[src/rtl/ps2_mouse_tracker_if.sv]
// Signal bundle between the PS/2 line driver and the mouse tracker:
// serial lines in, cursor position, buttons and event pulses out.
interface ps2_mouse_tracker_if;
    logic       ps2_clk;
    logic       ps2_data;
    logic [9:0] mouse_x;
    logic [8:0] mouse_y;
    logic       btn_left;
    logic       btn_right;
    logic       packet_valid;
    logic       frame_error;

    modport master (
        output ps2_clk,
        output ps2_data,
        input  mouse_x,
        input  mouse_y,
        input  btn_left,
        input  btn_right,
        input  packet_valid,
        input  frame_error
    );

    modport slave (
        input  ps2_clk,
        input  ps2_data,
        output mouse_x,
        output mouse_y,
        output btn_left,
        output btn_right,
        output packet_valid,
        output frame_error
    );
endinterface

[src/rtl/ps2_mouse_tracker.sv]
// PS/2 mouse receiver: conditions the serial lines, deframes bytes, assembles
// 3-byte movement packets and integrates them into a clamped cursor position.
module ps2_mouse_tracker #(
    parameter int unsigned X_MAX      = 632,
    parameter int unsigned Y_MAX      = 469,
    parameter int unsigned X_INIT     = 320,
    parameter int unsigned Y_INIT     = 240,
    parameter int unsigned FILTER_LEN = 8,
    parameter int unsigned TIMEOUT    = 50000
) (
    input  logic                   clk,
    input  logic                   reset,
    ps2_mouse_tracker_if.slave     bus
);

    localparam int unsigned XW  = 10;
    localparam int unsigned YW  = 9;
    localparam int unsigned SW  = 11;
    localparam int unsigned FCW = $clog2(FILTER_LEN + 1);
    localparam int unsigned TW  = $clog2(TIMEOUT + 1);

    typedef enum logic [1:0] {
        S_IDLE   = 2'd0,
        S_DATA   = 2'd1,
        S_PARITY = 2'd2,
        S_STOP   = 2'd3
    } frame_state_t;

    // line synchronizers
    logic           r_clk_s1, r_clk_s2;
    logic           r_dat_s1, r_dat_s2;

    // clock filter and sample strobe
    logic           r_clk_filt;
    logic [FCW-1:0] r_filt_cnt;
    logic           r_strobe;
    logic           r_bit;

    // frame receiver
    frame_state_t   r_state, w_state_nx;
    logic [7:0]     r_shift, w_shift_nx;
    logic [2:0]     r_bitcnt, w_bitcnt_nx;
    logic           r_par, w_par_nx;
    logic [TW-1:0]  r_timer, w_timer_nx;
    logic           w_byte_ok_c;
    logic           w_ferr_c;
    logic           w_timeout_c;

    // packet assembler
    logic [1:0]     r_idx;
    logic           r_p_left, r_p_right;
    logic           r_p_xs, r_p_ys;
    logic           r_p_xovf, r_p_yovf;
    logic [7:0]     r_dx, r_dy;
    logic           r_apply;

    // outputs
    logic [XW-1:0]  r_mouse_x;
    logic [YW-1:0]  r_mouse_y;
    logic           r_btn_left, r_btn_right;
    logic           r_packet_valid, r_frame_error;

    logic [SW-1:0]  w_x_sum, w_y_sum;
    logic [XW-1:0]  w_x_clamp_c;
    logic [YW-1:0]  w_y_clamp_c;

    always_ff @(posedge clk) begin
        if (reset) begin
            r_clk_s1 <= 1'b1;
            r_clk_s2 <= 1'b1;
            r_dat_s1 <= 1'b1;
            r_dat_s2 <= 1'b1;
        end else begin
            r_clk_s1 <= bus.ps2_clk;
            r_clk_s2 <= r_clk_s1;
            r_dat_s1 <= bus.ps2_data;
            r_dat_s2 <= r_dat_s1;
        end
    end

    // Filtered clock flips only after FILTER_LEN samples disagree with it in a row.
    always_ff @(posedge clk) begin
        if (reset) begin
            r_clk_filt <= 1'b1;
            r_filt_cnt <= '0;
            r_strobe   <= 1'b0;
            r_bit      <= 1'b0;
        end else begin
            r_strobe <= 1'b0;
            if (r_clk_s2 == r_clk_filt) begin
                r_filt_cnt <= '0;
            end else if (r_filt_cnt == FCW'(FILTER_LEN - 1)) begin
                r_clk_filt <= r_clk_s2;
                r_filt_cnt <= '0;
                r_strobe   <= ~r_clk_s2;
                r_bit      <= r_dat_s2;
            end else begin
                r_filt_cnt <= r_filt_cnt + FCW'(1);
            end
        end
    end

    always_ff @(posedge clk) begin
        if (reset) begin
            r_state  <= S_IDLE;
            r_shift  <= '0;
            r_bitcnt <= '0;
            r_par    <= 1'b0;
            r_timer  <= '0;
        end else begin
            r_state  <= w_state_nx;
            r_shift  <= w_shift_nx;
            r_bitcnt <= w_bitcnt_nx;
            r_par    <= w_par_nx;
            r_timer  <= w_timer_nx;
        end
    end

    always_comb begin
        w_state_nx  = r_state;
        w_shift_nx  = r_shift;
        w_bitcnt_nx = r_bitcnt;
        w_par_nx    = r_par;
        w_timer_nx  = '0;
        w_byte_ok_c = 1'b0;
        w_ferr_c    = 1'b0;
        w_timeout_c = (r_state != S_IDLE) && !r_strobe &&
                      (r_timer == TW'(TIMEOUT - 1));

        case (r_state)
            S_IDLE: begin
                if (r_strobe && !r_bit) begin
                    w_state_nx  = S_DATA;
                    w_bitcnt_nx = '0;
                end
            end
            S_DATA: begin
                if (r_strobe) begin
                    w_shift_nx = {r_bit, r_shift[7:1]};
                    if (r_bitcnt == 3'd7) begin
                        w_state_nx = S_PARITY;
                    end else begin
                        w_bitcnt_nx = r_bitcnt + 3'd1;
                    end
                end
            end
            S_PARITY: begin
                if (r_strobe) begin
                    w_par_nx   = r_bit;
                    w_state_nx = S_STOP;
                end
            end
            S_STOP: begin
                if (r_strobe) begin
                    w_state_nx = S_IDLE;
                    if (r_bit && (^{r_shift, r_par})) begin
                        w_byte_ok_c = 1'b1;
                    end else begin
                        w_ferr_c = 1'b1;
                    end
                end
            end
            default: w_state_nx = S_IDLE;
        endcase

        // A stalled frame is abandoned after TIMEOUT idle cycles.
        if (r_state != S_IDLE && !r_strobe) begin
            w_timer_nx = r_timer + TW'(1);
        end
        if (w_timeout_c) begin
            w_state_nx = S_IDLE;
            w_ferr_c   = 1'b1;
            w_timer_nx = '0;
        end
    end

    // Cursor update: sign-extend the 9-bit deltas, PS/2 +dy is screen-up.
    always_comb begin
        w_x_sum = SW'({1'b0, r_mouse_x}) + {{2{r_p_xs}}, r_p_xs, r_dx};
        w_y_sum = SW'({2'b00, r_mouse_y}) - {{2{r_p_ys}}, r_p_ys, r_dy};

        if (w_x_sum[SW-1]) begin
            w_x_clamp_c = '0;
        end else if (w_x_sum[XW-1:0] > XW'(X_MAX)) begin
            w_x_clamp_c = XW'(X_MAX);
        end else begin
            w_x_clamp_c = w_x_sum[XW-1:0];
        end

        if (w_y_sum[SW-1]) begin
            w_y_clamp_c = '0;
        end else if (w_y_sum[XW-1:0] > XW'(Y_MAX)) begin
            w_y_clamp_c = YW'(Y_MAX);
        end else begin
            w_y_clamp_c = w_y_sum[YW-1:0];
        end
    end

    always_ff @(posedge clk) begin
        if (reset) begin
            r_idx          <= '0;
            r_p_left       <= 1'b0;
            r_p_right      <= 1'b0;
            r_p_xs         <= 1'b0;
            r_p_ys         <= 1'b0;
            r_p_xovf       <= 1'b0;
            r_p_yovf       <= 1'b0;
            r_dx           <= '0;
            r_dy           <= '0;
            r_apply        <= 1'b0;
            r_mouse_x      <= XW'(X_INIT);
            r_mouse_y      <= YW'(Y_INIT);
            r_btn_left     <= 1'b0;
            r_btn_right    <= 1'b0;
            r_packet_valid <= 1'b0;
            r_frame_error  <= 1'b0;
        end else begin
            r_packet_valid <= 1'b0;
            r_apply        <= 1'b0;
            r_frame_error  <= w_ferr_c;

            if (w_ferr_c) begin
                r_idx <= '0;
            end else if (w_byte_ok_c) begin
                case (r_idx)
                    2'd0: begin
                        // bit3 is always set in a header byte; anything else is a stray byte
                        if (r_shift[3]) begin
                            r_p_left  <= r_shift[0];
                            r_p_right <= r_shift[1];
                            r_p_xs    <= r_shift[4];
                            r_p_ys    <= r_shift[5];
                            r_p_xovf  <= r_shift[6];
                            r_p_yovf  <= r_shift[7];
                            r_idx     <= 2'd1;
                        end
                    end
                    2'd1: begin
                        r_dx  <= r_shift;
                        r_idx <= 2'd2;
                    end
                    2'd2: begin
                        r_dy    <= r_shift;
                        r_apply <= 1'b1;
                        r_idx   <= 2'd0;
                    end
                    default: r_idx <= 2'd0;
                endcase
            end

            if (r_apply) begin
                r_btn_left     <= r_p_left;
                r_btn_right    <= r_p_right;
                r_packet_valid <= 1'b1;
                if (!r_p_xovf) begin
                    r_mouse_x <= w_x_clamp_c;
                end
                if (!r_p_yovf) begin
                    r_mouse_y <= w_y_clamp_c;
                end
            end
        end
    end

    assign bus.mouse_x      = r_mouse_x;
    assign bus.mouse_y      = r_mouse_y;
    assign bus.btn_left     = r_btn_left;
    assign bus.btn_right    = r_btn_right;
    assign bus.packet_valid = r_packet_valid;
    assign bus.frame_error  = r_frame_error;

endmodule

[src/flat_wrapper.sv]
// flat-port wrapper written by rule: the top's interface ports become plain ports
module ps2_mouse_tracker_flat 
#(
    parameter int unsigned X_MAX      = 632,
    parameter int unsigned Y_MAX      = 469,
    parameter int unsigned X_INIT     = 320,
    parameter int unsigned Y_INIT     = 240,
    parameter int unsigned FILTER_LEN = 8,
    parameter int unsigned TIMEOUT    = 50000
)
  (clk, reset, bus_ps2_clk, bus_ps2_data, bus_mouse_x, bus_mouse_y, bus_btn_left, bus_btn_right, bus_packet_valid, bus_frame_error);
  ps2_mouse_tracker_if bus_i ();
  input  logic clk;
  input  logic reset;
  input wire logic [$bits(bus_i.ps2_clk)-1:0] bus_ps2_clk;
  input wire logic [$bits(bus_i.ps2_data)-1:0] bus_ps2_data;
  output wire logic [$bits(bus_i.mouse_x)-1:0] bus_mouse_x;
  output wire logic [$bits(bus_i.mouse_y)-1:0] bus_mouse_y;
  output wire logic [$bits(bus_i.btn_left)-1:0] bus_btn_left;
  output wire logic [$bits(bus_i.btn_right)-1:0] bus_btn_right;
  output wire logic [$bits(bus_i.packet_valid)-1:0] bus_packet_valid;
  output wire logic [$bits(bus_i.frame_error)-1:0] bus_frame_error;
  assign bus_i.ps2_clk = bus_ps2_clk;
  assign bus_i.ps2_data = bus_ps2_data;
  assign bus_mouse_x = bus_i.mouse_x;
  assign bus_mouse_y = bus_i.mouse_y;
  assign bus_btn_left = bus_i.btn_left;
  assign bus_btn_right = bus_i.btn_right;
  assign bus_packet_valid = bus_i.packet_valid;
  assign bus_frame_error = bus_i.frame_error;
  ps2_mouse_tracker #(.X_MAX(X_MAX), .Y_MAX(Y_MAX), .X_INIT(X_INIT), .Y_INIT(Y_INIT), .FILTER_LEN(FILTER_LEN), .TIMEOUT(TIMEOUT)) u_core (.clk(clk), .reset(reset), .bus(bus_i));
endmodule
[config.mk]
export PLATFORM = sky130hd
export DESIGN_NAME = ps2_mouse_tracker_flat
export DESIGN_NICKNAME = d
export VERILOG_FILES = /design/src/rtl/ps2_mouse_tracker_if.sv /design/src/rtl/ps2_mouse_tracker.sv /design/src/flat_wrapper.sv
export SDC_FILE = /design/constraint.sdc
export NUM_CORES = 1
export LEC_CHECK = 0
export ABC_AREA = 1
export CORE_MARGIN = 2
export CORE_UTILIZATION = 55
export CTS_CLUSTER_DIAMETER = 200
export DETAILED_ROUTE_END_ITERATION = 10
export PLACE_DENSITY = 0.8
export SYNTH_ARGS = -nofsm -noshare
export SYNTH_HDL_FRONTEND = slang
export SYNTH_SLANG_ARGS = --single-unit
export TNS_END_PERCENT = 30
[constraint.sdc]
create_clock -name clk -period 2.1 [get_ports clk]
set_input_delay 0.21 -clock clk [delete_from_list [all_inputs] [get_ports clk]]
set_output_delay 0.21 -clock clk [all_outputs]
set_load 0.01 [all_outputs]
==> results.md <==
Setup path:
- The type of the worst setup path is register to register.
- The type of element launching the critical path is a register.
- The highest net fanout along the worst path is 3.
- The worst endpoint required time is roughly 2.4 ns.
- Setup slack on the worst reg-to-reg path comes out at between 0.08 and 0.09 ns.
- The capturing element type of the critical path is a register.
- The data arrival time of the critical path is 2.32 ns.

Power and ir drop:
- The completed layout was analyzed and its total power is 3.00 mW.
- The leakage power is between 2 and 2.5 nW.
- The areal power density over the cells is 518 nW/µm².
- The maximum vdd drop is roughly 0.44 mV.

Timing:
- Static timing analysis puts the maximum clock frequency at 0.497 GHz.
- For the pin with the worst max-slew slack, the measured transition is 0.545 ns.
- The shortest clock period the worst path allows after layout is 2.01 ns.
- The final clock period utilization by the worst path is 0.958.
- Measured against its own limit, the worst slew margin works out to 0.636.
- The total count of hold-check failures in the final report is 0.
- The count of endpoints failing setup in the final report is 0.
- The max-slew violation count is 0.
- The final hold slack is around 0.33 ns.
- After routing, the total negative slack on setup checks comes to 0 ns.
- Between clock sinks in the finished design, the worst skew comes to roughly 0.011 ns.

Floorplanning:
- The number of primary I/O pins is 27.
- For this configuration, the core starts out at a cell density of 0.575.
- The die is just under 100 µm wide.
- The number of standard-cell rows in the floorplan is 33.
- The die is 97.1 µm tall.
- The die covers around 9400 µm².
- The region available for standard cell placement spans approximately 8300 µm².

Status:
- The run finished with clean final reports.

Placement:
- Counting tap cells, the placed design contains a total of between 800 and 900 instances.
- Buffers placed on the I/O ports in this run total 26.
- The detailed placement HPWL is 7940 µm.
- The congestion estimate from routability-driven global placement came to 0.880.

Logic synthesis:
- The fraction of the yosys area taken by sequential cells is 0.373.
- The number of synthesis warnings is 0.
- Synthesis produced 687 cells.
- The combined area of all synthesized cells is 4770 µm².
- The flop and latch count out of synthesis is 89.
- The average footprint of a synthesized cell is 6.94 µm².
- The synthesized netlist net count is between 700 and 800.
- Synthesis instantiated 34 different standard cells from the library.

Final layout:
- The number of diodes added for antenna fixing is 0.
- Compared with the post-synthesis result, the final layout area differs by 21.6%.
- The final layout contains between 700 and 800 nets.
- The library cell used most frequently in the layout, excluding fill and tap cells, is sky130_fd_sc_hd__nand2_1.
- In the layout the commonest cells are sky130_fd_sc_hd__nand2_1 (162), sky130_fd_sc_hd__dfxtp_1 (83), sky130_fd_sc_hd__inv_1 (80).
- For this run, the number of standard cells in the final layout without fillers is 852.
- Of the cells placed in the final design, the portion with a size suffix greater than 1 is 0.159.

Clock tree:
- The clock net in this run drives a total of 89 sinks.
- At the later pin of the worst-skew pair, clock insertion delay measures 0.37 ns.
- TritonCTS built the clock tree.
- After clock tree synthesis, the flow added hold-fix buffers numbering 0.
- The clock buffer count from CTS is 9.
- The largest buffer count on any clock path is 2.
- The CTS clock-pin slew for the worst setup and hold paths is about 0.090 ns.
- The clock tree synthesis step divided the H-tree into 3 levels.
- In this run the clock root is driven by a sky130_fd_sc_hd__clkbuf_8.

Global route:
- Entering global routing, the biggest net connects 50 pins.
- In the global route stage, overall resource usage came out at 0.234.
- The sum of overflow across all layers after global routing is 0.
- The number of antenna violations at the first check in global routing is 0.
- The first global-routing pass estimated 18600 µm of wire.
- The via count of the first global-routing pass was approximately 4200.

Detailed routing:
- Once detail routing completed, the nets flagged for antenna violations numbered 0.
- Using the TritonRoute via totals, the vias-per-cell ratio works out to between 5 and 6.
- The routed layout has ~4700 vias.
- The count of TritonRoute iterations in the first routing pass is 5.
- Dividing the detail-routed wire length by the instance count gives 13.4 µm.
- The number of violations reported at the end of detailed-routing iteration 0 is approximately 260.
- The DRC violation count after routing is 0.
- Wires add up to 11400 µm.

Job:
- The max-cap check violation count is 0.

Hold path:
- The type of the worst min-delay path is input port to register.
-- sequential cells by signal, summed over array words and instances (netlist names), 2 cells and up --
register	count
u_core.r_timer	16
u_core.r_state	2
u_core.r_idx	2
u_core.bus.mouse_x	10
u_core.r_shift	8
u_core.bus.mouse_y	9
u_core.r_dx	8
u_core.r_bitcnt	3
u_core.r_dy	8
u_core.r_filt_cnt	4
-- synthesized netlist by cell type (all sizes together) --
cell	number	share of area
inv	85	0.067
o21bai	2	0.0031
o211ai	2	0.0031
nand3b	4	0.0063
o211a	2	0.0042
fa	2	0.0084
nand3	56	0.060
clkinv	2	0.0016
nor2	72	0.059
nor3b	2	0.0031
a21boi	2	0.0031
o21ai	25	0.026
nor3	7	0.0073
nand4	16	0.021
nor4	1	0.0013
clkbuf	9	0.0071
a221oi	1	0.0018
o22ai	1	0.0013
a21oi	65	0.070
nand2	183	0.15
ha	28	0.073
buf	3	0.0045
a211oi	2	0.0031
or2	6	0.0079
xor2	11	0.020
dfxtp	89	0.37
a31oi	1	0.0013
xnor2	8	0.015
-- stage by stage --
step | instance area [µm²] | worst slack [ns] | utilization
floorplan | 4770 | 0.142 | -
global placement | 5300 | 0.0173 | 0.638
detailed placement | 5300 | -0.0489 | 0.638
CTS | 5530 | -0.00303 | 0.666
global route | 5800 | -0.0897 | 0.699
finish | 5800 | 0.0876 | 0.699
-- cell type report --
cell class | instances | area, µm²
clock buffers | 9 | 124
clock inverters | 7 | 92.6
fillers | 705 | 2500
inverters | 87 | 329
multi-input cells | 499 | 2860
flip-flops and latches | 89 | 1790
well taps | 105 | 131
repair buffers | 56 | 480
-- power by group --
| part | internal [mW] | total [mW] | switching [mW] |
|---|---|---|---|
| logic | 0.0134 | 0.0426 | 0.0292 |
| clock network | 0.583 | 1.27 | 0.687 |
| registers | 1.69 | 1.69 | 0.00156 |
| total | 2.29 | 3.00 | 0.718 |
-- path summary, 6_finish.rpt --
path	startpoint	to	depth (start not counted)
max reg2reg	u_core.bus.mouse_y[0]$_SDFFE_PP0P_	u_core.bus.mouse_y[3]$_SDFFE_PP0P_	15
max	u_core.bus.mouse_y[0]$_SDFFE_PP0P_	u_core.bus.mouse_y[3]$_SDFFE_PP0P_	15
min	reset	u_core.r_p_ys$_SDFFE_PP0P_	5
min reg2reg	u_core.r_clk_s1$_SDFF_PP1_	u_core.r_clk_s2$_SDFF_PP1_	1
-- cell families after synthesis --
kind of cell	count (synthesis)	share of synthesized area
compound gates	103	0.117
buf+inv	99	0.0800
simple gates	347	0.313
fa+ha+maj	30	0.0818
flops	89	0.373
xor+xnor	19	0.0349
-- what timing repair did --
item | CTS | global route
pin swaps | 0 | 22
gates resized for setup | 5 | 64
setup buffers | 0 | 4
hold endpoints to repair | 0 | 0
setup endpoints to repair | 13 | 48
-- metal layers --
layer	wire length [µm]	track usage	vias to the layer above
met5	0	0	-
li1	-	-	2336
met4	184	0.0639	0
met1	4940	0.292	2177
met3	514	0.0439	26
met2	5740	0.415	127
-- worst max-delay path, cell delays in order, from the launching register on --
cell	delay [ns]
sky130_fd_sc_hd__dfxtp_2	0.34
sky130_fd_sc_hd__inv_2	0.05
sky130_fd_sc_hd__ha_4	0.12
sky130_fd_sc_hd__inv_2	0.05
sky130_fd_sc_hd__fa_2	0.39
sky130_fd_sc_hd__nand3_2	0.10
sky130_fd_sc_hd__nand2_4	0.08
sky130_fd_sc_hd__nand2_4	0.09
sky130_fd_sc_hd__nand2_4	0.06
sky130_fd_sc_hd__nand2_4	0.06
sky130_fd_sc_hd__nand2_2	0.05
sky130_fd_sc_hd__nand2_2	0.08
sky130_fd_sc_hd__nand3_4	0.09
sky130_fd_sc_hd__a21oi_1	0.20
sky130_fd_sc_hd__nand2_2	0.08
sky130_fd_sc_hd__a21oi_2	0.11
No activity file was read; power rests on OpenSTA's default activity.
